$ cat src/rtl/audio_tone_mixer_pkg.sv
// Shared constants and helpers for the audio tone mixer: CTRL field positions, register selects, mixer width.
package audio_tone_pkg;

    localparam int CTRL_EN      = 0;
    localparam int CTRL_DONE    = 1;
    localparam int CTRL_IE      = 2;
    localparam int CTRL_VOL_LSB = 8;
    localparam int CTRL_DUR_LSB = 16;
    localparam int DUR_W        = 16;

    typedef enum logic {
        SEL_PERIOD = 1'b0,
        SEL_CTRL   = 1'b1
    } sel_e;

    // Wide enough to hold NUM_CH full-volume contributions without overflow.
    function automatic int sum_width(input int vol_w, input int num_ch);
        return vol_w + $clog2(num_ch) + 1;
    endfunction

    function automatic logic [31:0] merge_be(input logic [31:0] old_val,
                                             input logic [31:0] new_val,
                                             input logic [3:0]  be);
        logic [31:0] res;
        for (int b = 0; b < 4; b++) begin
            res[b*8 +: 8] = be[b] ? new_val[b*8 +: 8] : old_val[b*8 +: 8];
        end
        return res;
    endfunction

endpackage

$ cat src/rtl/audio_tone_mixer_if.sv
// Avalon-MM slave bus bundle for the audio tone mixer register file.
interface audio_tone_mixer_if #(
    parameter int ADDR_W = 3
);
    logic [ADDR_W-1:0] address;
    logic              chipselect;
    logic              read;
    logic              write;
    logic [3:0]        byteenable;
    logic [31:0]       writedata;
    logic [31:0]       readdata;

    modport master (
        output address, chipselect, read, write, byteenable, writedata,
        input  readdata
    );

    modport slave (
        input  address, chipselect, read, write, byteenable, writedata,
        output readdata
    );
endinterface

$ cat src/rtl/audio_tone_mixer_tone_channel.sv
// One tone channel: PERIOD/CTRL registers, half-period divider, phase and duration countdown.
// With AUDIO_TONE_IRQ_EN defined, adds the sticky DONE flag and IE enable.
module tone_channel
    import audio_tone_pkg::*;
#(
    parameter int PERIOD_W = 20,
    parameter int VOL_W    = 4
) (
    input  logic               clk,
    input  logic               reset,
    input  logic               wr_period_i,
    input  logic               wr_ctrl_i,
    input  logic [3:0]         byteenable_i,
    input  logic [31:0]        writedata_i,
    input  logic               tick_i,
    output logic [31:0]        period_rd_o,
    output logic [31:0]        ctrl_rd_o,
    output logic               phase_o,
    output logic [VOL_W-1:0]   vol_o
`ifdef AUDIO_TONE_IRQ_EN
    ,
    output logic               irq_o
`endif
);

    logic [PERIOD_W-1:0] period_q, period_d;
    logic [PERIOD_W-1:0] cnt_q, cnt_d;
    logic                phase_q, phase_d;
    logic                en_q, en_d;
    logic [VOL_W-1:0]    vol_q, vol_d;
    logic [DUR_W-1:0]    dur_q, dur_d;
    logic                expire;
    logic                restart;
    logic [31:0]         ctrl_base;
    logic [31:0]         ctrl_new;
`ifdef AUDIO_TONE_IRQ_EN
    logic                done_q, done_d;
    logic                ie_q, ie_d;
`endif

    always_comb begin
        ctrl_rd_o = '0;
        ctrl_rd_o[CTRL_EN] = en_q;
        ctrl_rd_o[CTRL_VOL_LSB +: VOL_W] = vol_q;
        ctrl_rd_o[CTRL_DUR_LSB +: DUR_W] = dur_q;
`ifdef AUDIO_TONE_IRQ_EN
        ctrl_rd_o[CTRL_DONE] = done_q;
        ctrl_rd_o[CTRL_IE]   = ie_q;
`endif
    end

    assign period_rd_o = 32'(period_q);
    assign phase_o     = phase_q;
    assign vol_o       = vol_q;

    // NOTE: every signal assigned in an always_comb gets a default first, so no path can infer a latch.
    always_comb begin
        period_d  = period_q;
        cnt_d     = cnt_q;
        phase_d   = phase_q;
        en_d      = en_q;
        vol_d     = vol_q;
        dur_d     = dur_q;
        expire    = 1'b0;
        ctrl_base = '0;
        ctrl_new  = '0;
`ifdef AUDIO_TONE_IRQ_EN
        done_d    = done_q;
        ie_d      = ie_q;
`endif

        if (tick_i && en_q && dur_q != '0) begin
            dur_d = dur_q - 1'b1;
            if (dur_q == DUR_W'(1)) begin
                en_d   = 1'b0;
                expire = 1'b1;
            end
        end
`ifdef AUDIO_TONE_IRQ_EN
        if (expire) done_d = 1'b1;
`endif

        if (wr_period_i) begin
            period_d = PERIOD_W'(merge_be(32'(period_q), writedata_i, byteenable_i));
        end

        // A CTRL write lands on top of the post-expiry state, so written fields win.
        if (wr_ctrl_i) begin
            ctrl_base = ctrl_rd_o;
            ctrl_base[CTRL_EN] = en_d;
            ctrl_base[CTRL_DUR_LSB +: DUR_W] = dur_d;
            ctrl_new = merge_be(ctrl_base, writedata_i, byteenable_i);
            en_d  = ctrl_new[CTRL_EN];
            vol_d = ctrl_new[CTRL_VOL_LSB +: VOL_W];
            dur_d = ctrl_new[CTRL_DUR_LSB +: DUR_W];
`ifdef AUDIO_TONE_IRQ_EN
            ie_d = ctrl_new[CTRL_IE];
            if (byteenable_i[0] && writedata_i[CTRL_DONE] && !expire) done_d = 1'b0;
`endif
        end

        restart = wr_period_i || (wr_ctrl_i && en_d && !en_q);
        if (restart || !en_q || period_q < PERIOD_W'(2)) begin
            cnt_d   = '0;
            phase_d = 1'b0;
        end else if (cnt_q == period_q - PERIOD_W'(1)) begin
            cnt_d   = '0;
            phase_d = ~phase_q;
        end else begin
            cnt_d   = cnt_q + 1'b1;
        end
    end

    // NOTE: sequential state uses non-blocking assignments only, so every flop samples pre-edge values.
    always_ff @(posedge clk) begin
        if (reset) begin
            period_q <= '0;
            cnt_q    <= '0;
            phase_q  <= 1'b0;
            en_q     <= 1'b0;
            vol_q    <= '0;
            dur_q    <= '0;
`ifdef AUDIO_TONE_IRQ_EN
            done_q   <= 1'b0;
            ie_q     <= 1'b0;
`endif
        end else begin
            period_q <= period_d;
            cnt_q    <= cnt_d;
            phase_q  <= phase_d;
            en_q     <= en_d;
            vol_q    <= vol_d;
            dur_q    <= dur_d;
`ifdef AUDIO_TONE_IRQ_EN
            done_q   <= done_d;
            ie_q     <= ie_d;
`endif
        end
    end

`ifdef AUDIO_TONE_IRQ_EN
    assign irq_o = done_q & ie_q;
`endif

endmodule

$ cat src/rtl/audio_tone_mixer.sv
// NUM_CH-channel square-wave tone mixer behind an Avalon-MM slave, PWM output on speaker.
// Define AUDIO_TONE_IRQ_EN to add per-channel DONE/IE bits and the irq output.
module audio_tone_mixer
    import audio_tone_pkg::*;
#(
    parameter int NUM_CH   = 4,
    parameter int PERIOD_W = 20,
    parameter int VOL_W    = 4,
    parameter int TICK_DIV = 50000
) (
    input  logic              clk,
    input  logic              reset,
    audio_tone_mixer_if.slave bus,
    output logic              speaker
`ifdef AUDIO_TONE_IRQ_EN
    ,
    output logic              irq
`endif
);

    localparam int ADDR_W = $clog2(NUM_CH) + 1;
    localparam int SUM_W  = sum_width(VOL_W, NUM_CH);
    localparam int TICK_W = $clog2(TICK_DIV);

    logic [ADDR_W-1:0] ch_idx;
    sel_e              sel;
    logic              in_range;
    logic              wr_en;
    logic              rd_en;
    logic              tick;

    logic [NUM_CH-1:0] wr_period;
    logic [NUM_CH-1:0] wr_ctrl;
    logic [NUM_CH-1:0] phase;
    logic [VOL_W-1:0]  vol       [NUM_CH];
    logic [31:0]       period_rd [NUM_CH];
    logic [31:0]       ctrl_rd   [NUM_CH];
`ifdef AUDIO_TONE_IRQ_EN
    logic [NUM_CH-1:0] ch_irq;
    logic              irq_q;
`endif

    logic [TICK_W-1:0] tick_cnt_q;
    logic [SUM_W-1:0]  sum_d;
    logic [SUM_W-1:0]  pwm_cnt_q;
    logic [SUM_W-1:0]  duty_q;
    logic              speaker_q;
    logic [31:0]       rd_data_d;
    logic [31:0]       readdata_q;

    assign ch_idx   = ADDR_W'(bus.address >> 1);
    assign sel      = sel_e'(bus.address[0]);
    assign in_range = ch_idx < ADDR_W'(NUM_CH);
    assign wr_en    = bus.chipselect & bus.write & in_range;
    assign rd_en    = bus.chipselect & bus.read;

    for (genvar c = 0; c < NUM_CH; c++) begin : g_ch
        assign wr_period[c] = wr_en && ch_idx == ADDR_W'(c) && sel == SEL_PERIOD;
        assign wr_ctrl[c]   = wr_en && ch_idx == ADDR_W'(c) && sel == SEL_CTRL;

        tone_channel #(
            .PERIOD_W (PERIOD_W),
            .VOL_W    (VOL_W)
        ) u_ch (
            .clk          (clk),
            .reset        (reset),
            .wr_period_i  (wr_period[c]),
            .wr_ctrl_i    (wr_ctrl[c]),
            .byteenable_i (bus.byteenable),
            .writedata_i  (bus.writedata),
            .tick_i       (tick),
            .period_rd_o  (period_rd[c]),
            .ctrl_rd_o    (ctrl_rd[c]),
            .phase_o      (phase[c]),
            .vol_o        (vol[c])
`ifdef AUDIO_TONE_IRQ_EN
            ,
            .irq_o        (ch_irq[c])
`endif
        );
    end

    assign tick = tick_cnt_q == TICK_W'(TICK_DIV - 1);

    // Out-of-range channels match no entry and read back as zero.
    always_comb begin
        rd_data_d = '0;
        for (int c = 0; c < NUM_CH; c++) begin
            if (ch_idx == ADDR_W'(c)) begin
                rd_data_d = (sel == SEL_CTRL) ? ctrl_rd[c] : period_rd[c];
            end
        end
    end

    always_comb begin
        sum_d = '0;
        for (int c = 0; c < NUM_CH; c++) begin
            sum_d = sum_d + (phase[c] ? SUM_W'(vol[c]) : '0);
        end
    end

    // Duty only moves at the all-ones wrap, so a PWM period never sees two duty values.
    always_ff @(posedge clk) begin
        if (reset) begin
            tick_cnt_q <= '0;
            pwm_cnt_q  <= '0;
            duty_q     <= '0;
            speaker_q  <= 1'b0;
            readdata_q <= '0;
`ifdef AUDIO_TONE_IRQ_EN
            irq_q      <= 1'b0;
`endif
        end else begin
            tick_cnt_q <= tick ? '0 : tick_cnt_q + 1'b1;
            pwm_cnt_q  <= pwm_cnt_q + 1'b1;
            if (&pwm_cnt_q) duty_q <= sum_d;
            speaker_q  <= pwm_cnt_q < duty_q;
            if (rd_en) readdata_q <= rd_data_d;
`ifdef AUDIO_TONE_IRQ_EN
            irq_q      <= |ch_irq;
`endif
        end
    end

    assign bus.readdata = readdata_q;
    assign speaker      = speaker_q;
`ifdef AUDIO_TONE_IRQ_EN
    assign irq          = irq_q;
`endif

endmodule
$ cat src/flat_wrapper.sv
// flat-port wrapper written by rule: the top's interface ports become plain ports
module audio_tone_mixer_flat import audio_tone_pkg::*;
#(
    parameter int NUM_CH   = 4,
    parameter int PERIOD_W = 20,
    parameter int VOL_W    = 4,
    parameter int TICK_DIV = 50000
)
  (clk, reset, speaker, bus_address, bus_chipselect, bus_read, bus_write, bus_byteenable, bus_writedata, bus_readdata);
  audio_tone_mixer_if bus_i ();
  input  logic clk;
  input  logic reset;
  output logic speaker;
  input wire logic [$bits(bus_i.address)-1:0] bus_address;
  input wire logic [$bits(bus_i.chipselect)-1:0] bus_chipselect;
  input wire logic [$bits(bus_i.read)-1:0] bus_read;
  input wire logic [$bits(bus_i.write)-1:0] bus_write;
  input wire logic [$bits(bus_i.byteenable)-1:0] bus_byteenable;
  input wire logic [$bits(bus_i.writedata)-1:0] bus_writedata;
  output wire logic [$bits(bus_i.readdata)-1:0] bus_readdata;
  assign bus_i.address = bus_address;
  assign bus_i.chipselect = bus_chipselect;
  assign bus_i.read = bus_read;
  assign bus_i.write = bus_write;
  assign bus_i.byteenable = bus_byteenable;
  assign bus_i.writedata = bus_writedata;
  assign bus_readdata = bus_i.readdata;
  audio_tone_mixer #(.NUM_CH(NUM_CH), .PERIOD_W(PERIOD_W), .VOL_W(VOL_W), .TICK_DIV(TICK_DIV)) u_core (.clk(clk), .reset(reset), .bus(bus_i), .speaker(speaker));
endmodule
$ cat config.mk
export PLATFORM = sky130hd
export DESIGN_NAME = audio_tone_mixer_flat
export DESIGN_NICKNAME = d
export VERILOG_FILES = /design/src/rtl/audio_tone_mixer_pkg.sv /design/src/rtl/audio_tone_mixer_if.sv /design/src/rtl/audio_tone_mixer_tone_channel.sv /design/src/rtl/audio_tone_mixer.sv /design/src/flat_wrapper.sv
export SDC_FILE = /design/constraint.sdc
export NUM_CORES = 1
export LEC_CHECK = 0
export BUFFER_PORTS_ARGS = -buffer_cell sky130_fd_sc_hd__buf_2
export CAP_MARGIN = 20
export CORE_AREA = 2 2 216 218
export CTS_CLUSTER_DIAMETER = 120
export DETAILED_ROUTE_END_ITERATION = 8
export DIE_AREA = 0 0 218 220
export GPL_TIMING_DRIVEN = 0
export PLACE_DENSITY_LB_ADDON = 0.2
export SYNTH_ARGS = -nofsm -noshare
export SYNTH_HDL_FRONTEND = slang
export SYNTH_HIERARCHICAL = 1
export SYNTH_SLANG_ARGS = --single-unit
$ cat constraint.sdc
create_clock -name clk -period 7.2 [get_ports clk]
set_input_delay 1.08 -clock clk [delete_from_list [all_inputs] [get_ports clk]]
set_output_delay 1.08 -clock clk [all_outputs]
set_load 0.005 [all_outputs]
## Word-level counts from Yosys, hierarchy flattened

Index checks and enable logic that the tools add are counted.

- Latch bits: 0
- Memory bits (read-only): 0
- Logic and storage cells: 199
- Bits in writable memories: 0
- Memories: 0
- Bits in registers: 311

- Shift operators: 0
- Muxes and demuxes: 44
- Div/mod/pow operators: 0
- Reductions and logical operators: 75
- Multiply operators: 0
- Bitwise operators: 8
- Add/sub/neg operators: 17
- Eq/ne operators: 12
- Magnitude comparators: 6

Operator list:

| kind | count |
|---|---|
| $mux W32 | 8 |
| $mux W16 | 8 |
| $add A20 B1 Y20 const B | 4 |
| $eq A20 B20 Y1 | 4 |
| $lt A20 B2 Y1 const B | 4 |
| $sub A20 B1 Y20 const B | 4 |
| $eq A16 B1 Y1 const B | 4 |
| $mux W8 | 8 |
| $reduce_bool A16 Y1 | 4 |
| $sub A16 B1 Y16 const B | 4 |
| $reduce_and A2 Y1 | 16 |
| $logic_and A1 B1 Y1 | 28 |
| $add A7 B7 Y7 | 3 |
| $add A16 B1 Y16 const B | 1 |
| $eq A16 B16 Y1 const B | 1 |
| $mux W1 | 16 |
| $mux W4 | 4 |
| $logic_or A1 B1 Y1 | 12 |
| $reduce_or A3 Y1 | 4 |
| $reduce_or A2 Y1 | 5 |
| $add A7 B1 Y7 const B | 1 |
| $lt A7 B7 Y1 | 1 |
| $reduce_and A7 Y1 | 1 |
| $not A1 Y1 | 5 |
| 6 further kinds | 12 |

## Longest topological paths before layout

Gate-level depths: netlist (run 1).

- Depth after elaboration: 12
- Depth in mapped cells: 12
- Mapped depth without buffers: 11

## Modules after synthesis

Netlist (run 1), hierarchy kept.

By module, submodules not included:

| module | seq. area each (um2) | cells an instance | area an instance (um2) | instances |
|---|---|---|---|---|
| tone_channel | 1241.2 | 444 | 3520.9 | 4 |
| audio_tone_mixer | 1241.2 | 593 | 4848.4 | 1 |

## Least setup slack after synthesis (run 1)

Ideal clock, no wire load.

- Path type: register to register
- Start: register u_core.tick_cnt_q[11]
- End: register u_core.g_ch[0].u_ch.dur_q[7]
- Setup slack: 3.894 ns
- Arrival time: 3.221 ns
- Setup time: 0.086 ns
- Data required time: 7.114 ns
- Stages on the path, launching flop included: 9
- Cell sequence: dfxtp_1 > or4_1 > nor4_2 > nand2_1 > a2111oi_0 > nand2_1 > or4_1 > xor2_1 > a211oi_1

- Word-level cells in the longest chain between the ends: 6

RTL lines:

| what | line | RTL |
|---|---|---|
| start, declared | audio_tone_mixer.sv:43 | `logic [TICK_W-1:0] tick_cnt_q;` |
| start signal, assigned | audio_tone_mixer.sv:114 | `tick_cnt_q <= tick ? '0 : tick_cnt_q + 1'b1;` |
| $eq A16 B16 Y1 (*) | audio_tone_mixer.sv:83 | `assign tick = tick_cnt_q == TICK_W'(TICK_DIV - 1);` |
| net u_core.tick | audio_tone_mixer.sv:30 | `logic tick;` |
| $logic_and A1 B1 Y1 (*) (2 in series) | audio_tone_mixer_tone_channel.sv:72 | `if (tick_i && en_q && dur_q != '0) begin` |
| $mux W16 (*) | audio_tone_mixer_tone_channel.sv:72 |  |
| $mux W8 | audio_tone_mixer_pkg.sv:26 | `res[b*8 +: 8] = be[b] ? new_val[b*8 +: 8] : old_val[b*8 +: 8];` |
| $mux W16 (*) | audio_tone_mixer_tone_channel.sv:88 | `if (wr_ctrl_i) begin` |
| end signal, assigned | audio_tone_mixer_tone_channel.sv:133 | `dur_q <= dur_d;` |
| end, declared | audio_tone_mixer_tone_channel.sv:31 | `logic [DUR_W-1:0] dur_q, dur_d;` |

Mark *: on every way through the listed nets, which the timed path passes. The rest lies on a longest branch.
A chain may end at the register's enable or synchronous reset.

## Worst setup path in the final report (run 1)

- Start: register u_core.tick_cnt_q[0]
- End: register u_core.g_ch[3].u_ch.dur_q[7]

- Word-level cells in the longest chain between the ends: 6

RTL lines:

| what | line |
|---|---|
| $eq A16 B16 Y1 (*) | audio_tone_mixer.sv:83 |
| net u_core.tick | audio_tone_mixer.sv:30 |
| $logic_and A1 B1 Y1 (*) (2 in series) | audio_tone_mixer_tone_channel.sv:72 |
| $mux W16 (*) | audio_tone_mixer_tone_channel.sv:72 |
| $mux W8 | audio_tone_mixer_pkg.sv:26 |
| $mux W16 (*) | audio_tone_mixer_tone_channel.sv:88 |
| end signal, assigned | audio_tone_mixer_tone_channel.sv:133 |
| end, declared | audio_tone_mixer_tone_channel.sv:31 |

Marks and branches as above.

==> impl_metrics.toml, run 1 <==
[routing]
drc = 0
via_per_inst = 5.59
drt_iter0_markers = 1762
wl_per_cell_um = 20.2
ant_nets = 0
dr_total_vias = 17943
dr.pass1.iters = 5
wl_mm = 64.7

[worst_hold_path]
worstHoldPathType = "reg -> reg"

[clocking]
cts_setup_buffers = 0
cts_buffers = 40
cts_resized = 0
clockBufferDepth = 3
clock-sinks = 310
clk_latency_ps = 580
htreeDepth = 2
cts_root_buffer = "clkbuf_16"
cts_tree = "built"
postCtsHoldBufs = 0
clk_pin_slew_worst_paths_ps = 60

[logic_synthesis]
synth_edf_count = 0
synth_compound_area_share_pct = 13.5
synth_simple_gate_area_share_pct = 24.4
synth-seq-cells = 310
synth_xor_area_share_pct = 11.4
synth_top_family_by_area = "simple AND/OR/NAND/NOR gates"
synth_top_flop_cell = "dfxtp_1"
postSynth.asyncResetShare_pct = 0
synthMuxAreaShare_pct = 6.13
synth.distinct_cells = 61
synth_cells = 2369
yosys_warnings = 6
synth-seq-area-share_pct = 32.8
synth_area_sq_mm = 0.0189
synthAdderAreaFrac_pct = 2.96
syn_avg_cell_area_sq_um = 7.99

[pwr]
ir_drop_uv = 163
p_leak_nw = 8.36
p_per_area_mw_per_mm2 = 194

[cells_and_area]
stdcell_count = 3209
final_util_pct = 47.4
drive_above_1_share_pct = 12.5
final_common_cell = "dfxtp_1"
final_nets = 2657
syn_to_final_growth_pct = 14.7
layout_common_cells = "310 x dfxtp_1, 259 x nor2_1, 207 x nand2_1"
n_antenna_cell = 0

[setup_path]
crit_path_end_kind = "flop"
crit_fanout = 7
arrival_ps = 4590
critPathKind = "reg -> reg"
crit_required_ps = 7680
cp-start-kind = "flop"

[place]
dpl.hpwl_mm = 49.8
routabilityCongestion = 0.948
dp_cells = 3138
numPortBuffers = 73

[status]
status = "complete, no violations"

[global_route]
grt_usage_pct = 26.6
grt_pass1_vias = 16813
grt_max_degree = 21
antenna_found_initial = 1
grt_pass1_wl_mm = 97.9
grt-ovfl-total = 0

[floorplanning]
die_w_um = 218
fp-row-count = 79
die-area_sq_mm = 0.0480
ios = 77
start_util_pct = 41.3
die_h_um = 220
core-area_sq_mm = 0.0459

[timing]
worst_pin_slew_ps = 1070
finalCriticalPeriod_ps = 4110
tns_ps = 0
fmax_mhz = 243
hold_viol = 0
slew_headroom_pct = 26.6
fin_worst_skew_ps = 27.2
rsz0062_at_grt = "no"
finalSetupViolations = 0
fin_crit_sh_pct = 57.0
drv_slew = 0

[job]
cap_violations = 0
stage by stage:
step                      hold WS (ps)  power (W)  worst slack, ps  instance area, sq um
after floorplan                    421    0.00204             3890                 19300
after global placement             439    0.00218             2760                 20400
after detailed placement           459    0.00219             3200                 20400
after CTS                          471    0.00422             3180                 21700
after global routing               489    0.00434             2760                 21700
final                              463    0.00421             3090                 21700
worst paths after layout:
path,cells past startpoint,slack [ps],startpoint,endpoint
setup / recovery,10,3090,u_core/tick_cnt_q[0],u_core/g_ch[3].u_ch/dur_q[7]
setup reg to reg,10,3090,u_core/tick_cnt_q[0],u_core/g_ch[3].u_ch/dur_q[7]
hold / removal,1,460,u_core/pwm_cnt_q[0],u_core/pwm_cnt_q[0]
hold reg to reg,1,460,u_core/pwm_cnt_q[0],u_core/pwm_cnt_q[0]
Yosys cell counts (all sizes together), types with 9 or more instances:
cell,number,area share [%]
nor4,42,1.6
nor3,124,3.4
dfxtp,310,33
a221o,16,0.85
inv,71,1.4
and2,9,0.30
mux2,16,0.95
a311oi,16,0.74
nand4b,13,0.60
or3,13,0.43
or4,29,1.4
and3,17,0.56
nor2b,10,0.33
o22ai,36,1.2
xor2,115,5.3
o21ai,57,1.5
a21oi,148,3.9
o221ai,16,0.74
a211oi,44,1.7
nor2,259,5.1
xnor2,132,6.1
buf,145,5.5
nand2,207,4.1
ha,32,2.1
nand4,31,1.0
clkbuf,94,1.9
mux2i,98,5.2
nand3,162,4.3
cell type report:
cell class                      instances  area, sq um
Buffer                                239         1390
Inverter                               71          267
Clock buffer                           62         1220
Tap cell                              607          759
Fill cell                            4555        24100
Timing Repair Buffer                   74          373
Clock inverter                          9          103
Multi-Input combinational cell       1837        11400
Sequential cell                       310         6210
logic make-up (layout without fill, tap and decap cells):
| logic type | Yosys count | after routing |
|---|---|---|
| adders and majority gates | 40 | 40 |
| buffers and inverters | 310 | 455 |
| xor gates and xnor gates | 247 | 247 |
| AOI/OAI and AO/OA | 397 | 397 |
| and+or+nand+nor | 947 | 947 |
| DFF | 310 | 310 |
| other | 4 | 92 |
| muxes | 114 | 114 |
power breakdown:
part / internal [W] / total, W / switching, W
clock network: 0.00124 / 0.00204 / 0.000806
registers: 0.00174 / 0.00177 / 0.0000261
logic: 0.000152 / 0.000396 / 0.000244
sequential cells by signal (all words and copies together) (netlist names):
name                       count
u_core/bus.readdata           32
u_core/g_ch.u_ch/phase_o       4
u_core/g_ch.u_ch/en_q          4
u_core/g_ch.u_ch/dur_q        64
u_core/duty_q                  6
u_core/tick_cnt_q             16
u_core/speaker                 1
u_core/g_ch.u_ch/cnt_q        80
u_core/g_ch.u_ch/period_q     80
u_core/pwm_cnt_q               7
u_core/g_ch.u_ch/vol_o        16
layer usage:
layer | routed length, um | up-vias | GRT usage (%)
met2 | 29100 | 698 | 42.9
li1 | - | 8596 | -
met5 | 17 | - | 0
met1 | 28000 | 8493 | 35.1
met4 | 2620 | 2 | 11.4
met3 | 4940 | 154 | 4.35
worst max-delay path, cell delays in order (launching register included):
cell and delay [ps]:
dfxtp_1 370, ha_1 210, nand3_1 290, nor4_2 590, buf_4 300, nand2_1 120, a2111oi_0 920, nand2_1 340
or4_1 490, xor2_1 160, a211oi_1 230
Note: power is estimated with default switching activity, not from simulation.
==> inputs of run 2 (changes only) <==
==> constraint.sdc (replaced) <==
create_clock -name clk -period 3.6 [get_ports clk]
set_input_delay 0.54 -clock clk [delete_from_list [all_inputs] [get_ports clk]]
set_output_delay 0.54 -clock clk [all_outputs]
set_load 0.005 [all_outputs]
==> impl_metrics.toml, run 2 (synthesis results as in run 1) <==
[status]
status = "complete, no violations"

[pwr]
ir_drop_uv = 325
p_clk_share_pct = 48.5
p_leak_nw = 8.37
power_switching_w = 0.00215
power_frac_seq_pct = 42.0
p_int_w = 0.00626
p_per_area_mw_per_mm2 = 386
p_comb_share_pct = 9.5
switching_share_pct = 25.6

[setup_path]
r2r-start = "u_core/tick_cnt_q[11]"
crit_start = "u_core/tick_cnt_q[11]"
rr_worst_depth = 9
rrSetupSlack_ps = 120
critPathKind = "reg -> reg"
arrival_ps = 3960
slowest_stage = "or4_1"
slowest_delay_ps = 580
cp_top_family = "simple AND/OR/NAND/NOR gates"
crit_fanout = 7
reg2reg_to = "u_core/g_ch[1].u_ch/dur_q[7]"
crit_required_ps = 4080
cp_num_cells = 9
crit_chain = "or4_1 > nor4_4 > buf_4 > nand2_1 > a2111oi_2 > nand2_1 > or4_1 > xor2_1 > a211oi_1"
crit_path_end_kind = "flop"
path_buf_inv = 1
cp-start-kind = "flop"

[clocking]
cts_buffers = 40
postCtsHoldBufs = 0
clockBufferDepth = 3
clock-sinks = 310
cts_setup_buffers = 0
cts_root_buffer = "clkbuf_16"
clk_pin_slew_worst_paths_ps = 60
cts_tree = "built"
htreeDepth = 2
clk_latency_ps = 580

[timing]
slew_headroom_pct = 31.9
drv_slew = 0
tns_ps = 0
worst_pin_slew_ps = 1010
fin_crit_sh_pct = 96.7
finalSetupViolations = 0
hold_ws_ps = 327
rsz0062_at_grt = "no"
hold_viol = 0
fmax_mhz = 287
finalCriticalPeriod_ps = 3480
fin_ws_ps = 119
fin_worst_skew_ps = 27.6

[floorplanning]
core-area_sq_mm = 0.0459
fp-row-count = 79
die_w_um = 218
die-area_sq_mm = 0.0480
start_util_pct = 41.3
ios = 77
die_h_um = 220

[routing]
dr.pass1.iters = 6
wl_mm = 64.9
dr_total_vias = 17934
drc = 0
wl_per_cell_um = 20.2
drt_iter0_markers = 1823
via_per_inst = 5.59
ant_nets = 0

[global_route]
grt_max_degree = 21
grt-ovfl-total = 0
antenna_found_initial = 1
grt_usage_pct = 26.6
grt_pass1_wl_mm = 98.1
grt_pass1_vias = 16823

[cells_and_area]
syn_to_final_growth_pct = 15.1
layout_common_cells = "310 x dfxtp_1, 259 x nor2_1, 207 x nand2_1"
drive_above_1_share_pct = 12.6
final_nets = 2657
final_common_cell = "dfxtp_1"
n_antenna_cell = 0
final_util_pct = 47.5
largestRegisters = "u_core/g_ch.u_ch/cnt_q x80, u_core/g_ch.u_ch/period_q x80, u_core/g_ch.u_ch/dur_q x64"

[worst_hold_path]
hold_depth = 3
hp-start = "bus_writedata[15]"
worstHoldPathType = "in -> reg"
hold_path_end = "u_core/g_ch[0].u_ch/period_q[15]"

[job]
cap_violations = 0

[place]
numPortBuffers = 73
place_ws_ps = -403
dpl.hpwl_mm = 49.8
routabilityCongestion = 0.948
run 2: changes by cell type in the layout (fill, tap and decap cells not counted):
cell,change
a2111oi_4,+3
a2111oi_2,+1
nor4_4,+1
nor4_2,-1
a2111oi_0,-4
run 2: repair_timing:
action                                  CTS  global route
endpoints found under the hold margin     0             0
endpoints found under the setup margin   11             4
resized for setup                         9             3
pin swaps                                 0             1
run 2: metal layers:
layer | vias up | GRT usage [%] | share of wire (%)
met3 | 139 | 4.28 | 7.6
met2 | 680 | 43.1 | 45
met1 | 8524 | 35.2 | 43
met4 | 2 | 11.2 | 3.8
met5 | - | 0 | 0.026
li1 | 8589 | - | -
run 2: area by class of cell:
type                    instances  area [sq um]
clock buffers                  62          1220
multi-input cells            1837         11500
flip-flops and latches        310          6210
plain buffers                 239          1390
well taps                     607           759
clock inverters                 9           103
repair buffers                 74           373
inverters                      71           267
fillers                      4538         24100
run 2: worst max path at each step:
stage | slack [ps] | endpoint
global route | 30 | u_core/g_ch[1].u_ch/dur_q[7]
finish | 120 | u_core/g_ch[1].u_ch/dur_q[7]
detailed placement | -400 | u_core/g_ch[3].u_ch/dur_q[7]
global placement | -840 | u_core/g_ch[3].u_ch/dur_q[7]
floorplan | 290 | u_core/g_ch[0].u_ch/dur_q[7]
CTS | 140 | u_core/g_ch[3].u_ch/dur_q[7]
run 2: power groups by stage:
stage	Combinational, W	Sequential, W	Clock [W]
finish	0.000797	0.00353	0.00408
global route	0.000848	0.00354	0.00430
CTS	0.000772	0.00353	0.00415
detailed placement	0.000769	0.00361	0
global placement	0.000759	0.00360	0
floorplan	0.000498	0.00359	0
run 2: metrics by stage:
stage               area (sq um)  total power, W  cells
finish                     21800         0.00841   3209
detailed placement         20400         0.00437   3138
floorplan                  19300         0.00409   2457
CTS                        21800         0.00845   3209
global placement           20400         0.00436   3137
global route               21800         0.00869   3209
run 2: worst register-to-register path, cell delays in order (launching register included):
cell and delay [ps]:
dfxtp_1 330, or4_1 580, nor4_4 430, buf_4 270, nand2_1 140, a2111oi_2 520, nand2_1 240, or4_1 460
xor2_1 160, a211oi_1 260
